==> config.mk <==
export PLATFORM = sky130hd
export DESIGN_NAME = sd_resp_rx_flat
export DESIGN_NICKNAME = d
export VERILOG_FILES = /design/src/rtl/sd_pkg.sv /design/src/rtl/sd_resp_rx_if.sv /design/src/rtl/sd_edge_sync.sv /design/src/rtl/sd_resp_rx.sv /design/src/flat_wrapper.sv
export SDC_FILE = /design/constraint.sdc
export NUM_CORES = 1
export LEC_CHECK = 0
export ABC_AREA = 1
export ABC_CLOCK_PERIOD_IN_PS = 2200
export CAP_MARGIN = 25
export CORE_UTILIZATION = 28
export DETAILED_ROUTE_END_ITERATION = 7
export HOLD_SLACK_MARGIN = 0.08
export SLEW_MARGIN = 20
export SYNTH_ARGS = -nofsm -noshare
export SYNTH_HDL_FRONTEND = slang
export SYNTH_HIERARCHICAL = 1
export SYNTH_SLANG_ARGS = --single-unit
==> constraint.sdc <==
create_clock -name clk -period 2.2 [get_ports clk]
set_input_delay 0.44 -clock clk [delete_from_list [all_inputs] [get_ports clk]]
set_output_delay 0.44 -clock clk [all_outputs]
set_load 0.01 [all_outputs]
==> src/rtl/sd_pkg.sv <==
// -----------------------------------------------------------------------------
// sd_pkg
// Shared definitions for the SPI-mode SD card blocks (command sender,
// response receiver, init FSM).
//   - sd_rx_state_t : response receiver FSM states
//   - R1 bit positions, response widths, timeout fill value
//   - r1_err_flag() : OR of the R1 error flags (idle bit excluded)
// -----------------------------------------------------------------------------
package sd_pkg;

    // Response receiver FSM states
    typedef enum logic [2:0] {
        IDLE  = 3'd0,
        HUNT  = 3'd1,
        R1    = 3'd2,
        EXTRA = 3'd3,
        DONE  = 3'd4
    } sd_rx_state_t;

    // Response geometry: R1 occupies the top byte, trailing word below it
    localparam int R1_W    = 32'd8;
    localparam int EXTRA_W = 32'd32;
    localparam int RESP_W  = 32'd40;
    localparam int R1_MSB  = RESP_W - 32'd1;
    localparam int R1_LSB  = RESP_W - R1_W;

    // R1 bit positions (bit 7 is the start bit and always 0)
    localparam int R1_BIT_IDLE        = 32'd0;
    localparam int R1_BIT_ERASE_RESET = 32'd1;
    localparam int R1_BIT_ILLEGAL_CMD = 32'd2;
    localparam int R1_BIT_CRC_ERR     = 32'd3;
    localparam int R1_BIT_ERASE_SEQ   = 32'd4;
    localparam int R1_BIT_ADDR_ERR    = 32'd5;
    localparam int R1_BIT_PARAM_ERR   = 32'd6;

    // Value reported in resp when no start bit arrives in time
    localparam logic [RESP_W-1:0] RESP_TIMEOUT_FILL = 40'hFF_FFFF_FFFF;

    // Any error flag set in an R1 byte; the idle bit is a status, not an error
    function automatic logic r1_err_flag(input logic [R1_W-1:0] r1);
        r1_err_flag = r1[R1_BIT_PARAM_ERR]   | r1[R1_BIT_ADDR_ERR]   |
                      r1[R1_BIT_ERASE_SEQ]   | r1[R1_BIT_CRC_ERR]    |
                      r1[R1_BIT_ILLEGAL_CMD] | r1[R1_BIT_ERASE_RESET];
    endfunction

endpackage

==> src/rtl/sd_resp_rx_if.sv <==
// -----------------------------------------------------------------------------
// sd_resp_rx_if
// Handshake between the init/control FSM (master) and the SD response
// receiver (slave).
//   arm          master->slave  one-cycle strobe, start hunting
//   long_resp    master->slave  sampled on arm: 0=R1, 1=R1+32 bits
//   busy         slave->master  receiver occupied
//   resp_valid   slave->master  one-cycle pulse, resp captured
//   resp_timeout slave->master  one-cycle pulse, no start bit in time
//   resp[39:0]   slave->master  {R1, trailing word}
//   r1_err       slave->master  only with SD_RESP_R1_ERRCHK_EN defined
// -----------------------------------------------------------------------------
interface sd_resp_rx_if;
    import sd_pkg::*;

    logic              arm;
    logic              long_resp;
    logic              busy;
    logic              resp_valid;
    logic              resp_timeout;
    logic [RESP_W-1:0] resp;
`ifdef SD_RESP_R1_ERRCHK_EN
    logic              r1_err;
`endif

    modport master (
        output arm, long_resp,
`ifdef SD_RESP_R1_ERRCHK_EN
        input  r1_err,
`endif
        input  busy, resp_valid, resp_timeout, resp
    );

    modport slave (
        input  arm, long_resp,
`ifdef SD_RESP_R1_ERRCHK_EN
        output r1_err,
`endif
        output busy, resp_valid, resp_timeout, resp
    );

endinterface

==> src/rtl/sd_edge_sync.sv <==
// -----------------------------------------------------------------------------
// sd_edge_sync
// STAGES-deep synchroniser with rising-edge detect. Two instances of equal
// depth keep sclk and miso aligned cycle for cycle.
//   clk   in   system clock
//   rst   in   synchronous, active-high reset
//   din   in   asynchronous input
//   q     out  synchronised level (last stage)
//   rise  out  high for one clk when q goes 0 -> 1
// -----------------------------------------------------------------------------
module sd_edge_sync #(
    parameter int STAGES = 2
) (
    input  logic clk,
    input  logic rst,
    input  logic din,
    output logic q,
    output logic rise
);

    logic [STAGES-1:0] sync_r;
    logic              prev_r;

    // Shift the input through the synchroniser chain and keep the previous level
    always_ff @(posedge clk) begin
        if (rst) begin
            sync_r <= {STAGES{1'b0}};
            prev_r <= 1'b0;
        end else begin
            sync_r <= {sync_r[STAGES-2:0], din};
            prev_r <= sync_r[STAGES-1];
        end
    end

    assign q    = sync_r[STAGES-1];
    assign rise = sync_r[STAGES-1] & ~prev_r;

endmodule

==> src/rtl/sd_resp_rx.sv <==
// -----------------------------------------------------------------------------
// sd_resp_rx
// SPI-mode SD response receiver. Passively watches sclk/miso, hunts for the
// response start bit and captures R1 or R1+32 bits (R3/R7). Never drives the
// bus.
//   clk    in   system clock (> 4x sclk)
//   rst    in   synchronous, active-high reset
//   sclk   in   SPI clock as seen by the card
//   miso   in   card data out
//   ctl    sd_resp_rx_if.slave (arm, long_resp, busy, resp_valid,
//          resp_timeout, resp, and r1_err when SD_RESP_R1_ERRCHK_EN is defined)
// Parameters:
//   NCR_MAX     all-ones bytes tolerated after arm before timeout
//   SYNC_STAGES synchroniser depth (>= 2)
// Optional: define SD_RESP_R1_ERRCHK_EN to add ctl.r1_err.
// -----------------------------------------------------------------------------
module sd_resp_rx
    import sd_pkg::*;
#(
    parameter int NCR_MAX     = 8,
    parameter int SYNC_STAGES = 2
) (
    input  logic          clk,
    input  logic          rst,
    input  logic          sclk,
    input  logic          miso,
    sd_resp_rx_if.slave   ctl
);

    localparam int BYTE_W = $clog2(NCR_MAX + 1);
    localparam logic [BYTE_W-1:0] BYTE_ONE  = BYTE_W'(32'd1);
    localparam logic [BYTE_W-1:0] BYTE_LAST = BYTE_W'(NCR_MAX - 1);

    logic sclk_s;
    logic sclk_rise_s;
    logic miso_s;
    logic miso_rise_unused_s;

    sd_rx_state_t      state_r;
    logic              long_r;
    logic [5:0]        bitcnt_r;
    logic [BYTE_W-1:0] bytecnt_r;
    logic              busy_r;
    logic              resp_valid_r;
    logic              resp_timeout_r;
    logic [RESP_W-1:0] resp_r;
`ifdef SD_RESP_R1_ERRCHK_EN
    logic              r1_err_r;
`endif

    sd_edge_sync #(.STAGES(SYNC_STAGES)) u_sclk_sync (
        .clk  (clk),
        .rst  (rst),
        .din  (sclk),
        .q    (sclk_s),
        .rise (sclk_rise_s)
    );

    // miso only needs the level; its edge output is not used
    sd_edge_sync #(.STAGES(SYNC_STAGES)) u_miso_sync (
        .clk  (clk),
        .rst  (rst),
        .din  (miso),
        .q    (miso_s),
        .rise (miso_rise_unused_s)
    );

    // Receiver FSM: hunt for the start bit, shift in R1 and the optional word
    always_ff @(posedge clk) begin
        if (rst) begin
            state_r        <= IDLE;
            long_r         <= 1'b0;
            bitcnt_r       <= 6'd0;
            bytecnt_r      <= {BYTE_W{1'b0}};
            busy_r         <= 1'b0;
            resp_valid_r   <= 1'b0;
            resp_timeout_r <= 1'b0;
            resp_r         <= {RESP_W{1'b0}};
`ifdef SD_RESP_R1_ERRCHK_EN
            r1_err_r       <= 1'b0;
`endif
        end else begin
            resp_valid_r   <= 1'b0;
            resp_timeout_r <= 1'b0;
            case (state_r)
                IDLE: begin
                    busy_r <= 1'b0;
                    // An sclk edge in the arm cycle is deliberately not sampled
                    if (ctl.arm) begin
                        long_r    <= ctl.long_resp;
                        resp_r    <= {RESP_W{1'b0}};
                        bitcnt_r  <= 6'd0;
                        bytecnt_r <= {BYTE_W{1'b0}};
                        busy_r    <= 1'b1;
`ifdef SD_RESP_R1_ERRCHK_EN
                        r1_err_r  <= 1'b0;
`endif
                        state_r   <= HUNT;
                    end else begin
                        state_r   <= IDLE;
                    end
                end
                HUNT: begin
                    if (sclk_rise_s) begin
                        if (miso_s == 1'b0) begin
                            // Start bit doubles as R1 bit 7
                            resp_r[R1_MSB:R1_LSB] <= {resp_r[R1_MSB-1:R1_LSB], 1'b0};
                            bitcnt_r <= 6'd1;
                            state_r  <= R1;
                        end else if (bitcnt_r == 6'd7) begin
                            // Eighth one in a row closes an Ncr byte
                            bitcnt_r  <= 6'd0;
                            bytecnt_r <= bytecnt_r + BYTE_ONE;
                            if (bytecnt_r == BYTE_LAST) begin
                                resp_r         <= RESP_TIMEOUT_FILL;
                                resp_timeout_r <= 1'b1;
                                busy_r         <= 1'b0;
                                state_r        <= IDLE;
                            end else begin
                                state_r        <= HUNT;
                            end
                        end else begin
                            bitcnt_r <= bitcnt_r + 6'd1;
                        end
                    end else begin
                        state_r <= HUNT;
                    end
                end
                R1: begin
                    if (sclk_rise_s) begin
                        resp_r[R1_MSB:R1_LSB] <= {resp_r[R1_MSB-1:R1_LSB], miso_s};
                        if (bitcnt_r == 6'd7) begin
                            bitcnt_r <= 6'd0;
                            state_r  <= long_r ? EXTRA : DONE;
                        end else begin
                            bitcnt_r <= bitcnt_r + 6'd1;
                        end
                    end else begin
                        state_r <= R1;
                    end
                end
                EXTRA: begin
                    if (sclk_rise_s) begin
                        resp_r[EXTRA_W-1:0] <= {resp_r[EXTRA_W-2:0], miso_s};
                        if (bitcnt_r == 6'd31) begin
                            bitcnt_r <= 6'd0;
                            state_r  <= DONE;
                        end else begin
                            bitcnt_r <= bitcnt_r + 6'd1;
                        end
                    end else begin
                        state_r <= EXTRA;
                    end
                end
                DONE: begin
                    resp_valid_r <= 1'b1;
                    busy_r       <= 1'b0;
`ifdef SD_RESP_R1_ERRCHK_EN
                    r1_err_r     <= r1_err_flag(resp_r[R1_MSB:R1_LSB]);
`endif
                    state_r      <= IDLE;
                end
                default: begin
                    busy_r  <= 1'b0;
                    state_r <= IDLE;
                end
            endcase
        end
    end

    assign ctl.busy         = busy_r;
    assign ctl.resp_valid   = resp_valid_r;
    assign ctl.resp_timeout = resp_timeout_r;
    assign ctl.resp         = resp_r;
`ifdef SD_RESP_R1_ERRCHK_EN
    assign ctl.r1_err       = r1_err_r;
`endif

endmodule

==> src/flat_wrapper.sv <==
// flat-port wrapper written by rule: the top's interface ports become plain ports
module sd_resp_rx_flat import sd_pkg::*;
#(
    parameter int NCR_MAX     = 8,
    parameter int SYNC_STAGES = 2
)
  (clk, rst, sclk, miso, ctl_arm, ctl_long_resp, ctl_busy, ctl_resp_valid, ctl_resp_timeout, ctl_resp);
  sd_resp_rx_if ctl_i ();
  input  logic clk;
  input  logic rst;
  input  logic sclk;
  input  logic miso;
  input wire logic [$bits(ctl_i.arm)-1:0] ctl_arm;
  input wire logic [$bits(ctl_i.long_resp)-1:0] ctl_long_resp;
  output wire logic [$bits(ctl_i.busy)-1:0] ctl_busy;
  output wire logic [$bits(ctl_i.resp_valid)-1:0] ctl_resp_valid;
  output wire logic [$bits(ctl_i.resp_timeout)-1:0] ctl_resp_timeout;
  output wire logic [$bits(ctl_i.resp)-1:0] ctl_resp;
  assign ctl_i.arm = ctl_arm;
  assign ctl_i.long_resp = ctl_long_resp;
  assign ctl_busy = ctl_i.busy;
  assign ctl_resp_valid = ctl_i.resp_valid;
  assign ctl_resp_timeout = ctl_i.resp_timeout;
  assign ctl_resp = ctl_i.resp;
  sd_resp_rx #(.NCR_MAX(NCR_MAX), .SYNC_STAGES(SYNC_STAGES)) u_core (.clk(clk), .rst(rst), .sclk(sclk), .miso(miso), .ctl(ctl_i));
endmodule
# Word-level counts from Yosys, hierarchy flattened
# Cells that the tools add are included.
# classes
addsub,2
eq_ne,19
mux,42
bitwise,7
n_reduce_logical,14
# op_table
operator,count
2-to-1 mux 40 bit,4
one-hot mux 32 bit (3 select lines),1
2-to-1 mux 32 bit,2
2-to-1 mux 6 bit,7
2-to-1 mux 3 bit,8
one-hot mux 6 bit (4 select lines),1
one-hot mux 8 bit (3 select lines),1
2-to-1 mux 4 bit,4
2-to-1 mux 8 bit,2
AND reduction 5 bit,3
one-hot mux 3 bit (4 select lines),1
"inequality test 2 x 1 -> 1 bit, second input constant",5
2-to-1 mux 1 bit,9
one-hot mux 4 bit (2 select lines),1
AND reduction 7 bit,1
"adder 6 x 1 -> 6 bit, second input constant",1
"equality test 3 x 2 -> 1 bit, second input constant",2
"equality test 6 x 3 -> 1 bit, second input constant",1
"equality test 6 x 5 -> 1 bit, second input constant",1
"inequality test 3 x 2 -> 1 bit, second input constant",2
"inequality test 3 bit, second input constant",2
NOT 1 bit,6
AND reduction 6 bit,1
nonzero test 3 bit,2
15 further kinds,16
# totals
register_bits,62
out_inout_bits,43

# Logic depth before layout (Yosys ltp)
# logic_depth
ltp_word,6
depth_mapped,12
mapped_depth_nobuf,10

# By module
# The synthesis kept the hierarchy.
# modules_own_cells
mod,instances,cells_each,area_per_inst_um2,seq_area_each_um2
sd_resp_rx,1,440,2932.8,1141.1
sd_edge_sync,2,10,86.3,60.1

# Worst setup path before layout
# OpenSTA, ideal clock, no wires.
# synth_path
kind,reg-to-reg
start,register u_core.bitcnt_r[0]
end,"register u_core.resp_r[10], in the netlist u_core/ctl.resp[10]"
setup_ns,0.115
t_arrival_ns,1.487
slack_ns,0.598
path_stages_with_launch,12
period_less_slack_ns,1.602
cell_sequence,dfxtp_1 ha_1 nand2_1 inv_1 nand3_1 nand2_1 nand2_2 nor2_8 buf_4 nand3_1 nand2_1 nor2_1
# synth_via
elab_chain_cells,3
# synth_lines
item,line_no,source
"start, declared",sd_resp_rx.sv:41,logic [5:0] bitcnt_r;
"start signal, assigned",sd_resp_rx.sv:123,bitcnt_r <= bitcnt_r + 6'd1;
"start signal, assigned",sd_resp_rx.sv:136,bitcnt_r <= bitcnt_r + 6'd1;
"start signal, assigned",sd_resp_rx.sv:149,bitcnt_r <= bitcnt_r + 6'd1;
equality test 6 x 3 -> 1 bit,sd_resp_rx.sv:110,end else if (bitcnt_r == 6'd7) begin
inequality test 2 x 1 -> 1 bit (no line),-,
AND reduction 7 bit (no line),-,
"end signal, assigned by index",sd_resp_rx.sv:107,"resp_r[R1_MSB:R1_LSB] <= {resp_r[R1_MSB-1:R1_LSB], 1'b0};"
"end signal, assigned by index",sd_resp_rx.sv:131,"resp_r[R1_MSB:R1_LSB] <= {resp_r[R1_MSB-1:R1_LSB], miso_s};"
"end signal, assigned by index",sd_resp_rx.sv:144,"resp_r[EXTRA_W-1:0] <= {resp_r[EXTRA_W-2:0], miso_s};"
"end, declared",sd_resp_rx.sv:46,logic [RESP_W-1:0] resp_r;
# No other way between the ends.
# A chain may end at the register's enable or synchronous reset.

# Worst setup path after layout
# layout_path
start,register u_core.bitcnt_r[0]
end,"register u_core.resp_r[24], in the netlist u_core/ctl.resp[24]"
# The elaborated chain is that of the path after synthesis.

==> metrics.md <==
| Metric | Value |
|---|---|
| Crit path capture type | flop |
| Clk_lat worst skew | 340 ps |
| Fin Setup TNS | 0 ps |
| Vias per cell | 4.84 |
| DR pass1 iterations | 5 |
| I/O pin cnt | 49 |
| Initial antenna violation count | 0 |
| DR vias | 3101 |
| Relative slew slack | 75.5% |
| Min-delay worst type | reg2reg |
| Port-buffer cells | 48 |
| RSZ-0062 raised after global routing | no |
| Die ar. | 11400 µm² |
| FF+latch area | 1240 µm² |
| First-pass GRT wire length | 13000 µm |
| Multi-input logic area | 1550 µm² |
| Worst hold slack | 404 ps |
| CP arrival | 2160 ps |
| Max_cap viols | 0 |
| Worst EP required | 2430 ps |
| Post-Syn Nets | 464 |
| Status | completed |
| Worst VDD drop | 328 µV |
| RD Place Congestion | 0.828 |
| ANT nets after route | 0 |
| Post-CTS repair timing setup buffer count | 0 |
| # diodes | 0 |
| Synthesized cell area | 3070 µm² |
| CTS H-Tree Depth | 3 |
| Fillers | 1133 |
| Slew of the pin with the lowest slew margin | 364 ps |
| Nets | 508 |
| Pin count of the biggest net entering global routing | 65 |
| GRT Overall Usage | 14.4% |
| Initial DRC Count | 208 |
| DR WL/cell | 11.8 µm |
| Clock root cell | clkbuf_8 |
| Leak | 0.00162 µW |
| Minimum clock period | 1920 ps |
| Setup Crit Path Kind | reg2reg |
| TritonCTS Buffers | 9 |
| Clock transition at path regs | 70 ps |
| Syn avg cell area | 6.74 µm² |
| Fin. Hold Viols | 0 |
| Die Width | 107 µm |
| Setup Skew | 8.40 ps |
| Pwr Total | 3300 µW |
| CTS Hold Bufs | 0 |
| Cell area power density | 845 nW/µm² |
| Final core utilization | 37.3% |
| Clk sinks | 62 |
| Number of gates resized after CTS | 0 |
| Max frequency | 0.520 GHz |
| Layout cells sized above 1 | 7.92% |
| Yosys Warn Count | 6 |
| Vert. Die Dim | 107 µm |
| Vias in the first global route | 2774 |
| Site Rows | 37 |
| Worst slack, placed | 254 ps |
| Remaining DRCs | 0 |
| Final worst slack | 275 ps |
| Max Slew Vio Count | 0 |
| Mapped Cells | 456 |
| CTS tree | yes |
| CP Max Fanout | 64 |
| Final period utilization | 87.5% |
| Congestion Overflow GR | 0 |
| Initial Utilization | 29.4% |
| Clk buf depth | 2 |
| Setup violations, final | 0 |
| DP HPWL | 5000 µm |
| WL final | 7580 µm |
| Core box area | 10500 µm² |
| CP Launch Type | flop |
| Area grow syn2layout | 26.9% |
final timing paths:
check / from / endpoint / slack, ps / cells after the start
worst max register to register: u_core/bitcnt_r[0] / u_core/ctl.resp[24] / 280 / 11
worst min-delay path: u_core/u_sclk_sync/sync_r[0] / u_core/u_sclk_sync/sync_r[1] / 400 / 2
worst max-delay path: u_core/bitcnt_r[0] / u_core/ctl.resp[24] / 280 / 11
worst min register to register: u_core/u_sclk_sync/sync_r[0] / u_core/u_sclk_sync/sync_r[1] / 400 / 2
through the flow:
step / std cells / cell area [µm²]
after CTS: 641 / 3900
after detailed placement: 625 / 3680
after floorplan: 456 / 3070
after global routing: 641 / 3900
after global placement: 625 / 3680
final: 641 / 3900
report_power, final:
part / internal (µW) / switching, µW
Sequential: 1240 / 85.8
Combinational: 377 / 476
Clock: 641 / 478
state kept, by name, summed over array words and instances (netlist names):
signal,count
u_core/bitcnt_r,6
u_core/bytecnt_r,4
u_core/ctl.busy,1
u_core/ctl.resp,40
u_core/ctl.resp_timeout,1
u_core/ctl.resp_valid,1
u_core/long_r,1
u_core/state_r,3
u_core/u_miso_sync/sync_r,2
u_core/u_sclk_sync/prev_r,1
u_core/u_sclk_sync/sync_r,2
cell usage in the layout, fill, tap and decap left out, types with 2 or more instances in the layout:
cell	count
inv_1	30
nor2_4	2
dfxtp_1	62
nand2_2	3
nor4_1	2
clkdlybuf4s50_1	48
ha_1	2
nand3_1	46
inv_2	4
nor3_1	3
o21ai_0	48
buf_4	8
nand4_1	8
clkbuf_8	9
bufinv_16	2
a21oi_1	47
nor2_1	69
clkinv_4	3
buf_12	2
nand2_1	95
worst max-delay path, stage by stage, from the launching register on:
cell and delay (ps):
dfxtp_1 390, ha_1 230, nand2_1 90, inv_1 80, nand3_1 160, nand2_1 140, nand2_2 110, nor2_8 110
buf_12 250, nand3_1 120, nand2_1 80, nor2_1 40
cell type report:
type | count | share of cell area, %
tap | 136 | 4.36
multi-input combinational | 334 | 39.8
inverter | 35 | 3.43
clock buffer | 9 | 3.18
clock inverter | 7 | 2.53
sequential | 62 | 31.8
timing repair buffer | 58 | 14.9
metal layers:
layer	GRT usage [%]	share of wire [%]	up-vias
li1	-	-	1584
met1	18.6	49	1413
met2	22.8	45	97
met3	4.50	4.9	7
met4	4.40	0.87	0
met5	0	0	-
Note: power is estimated with default switching activity, not from simulation.
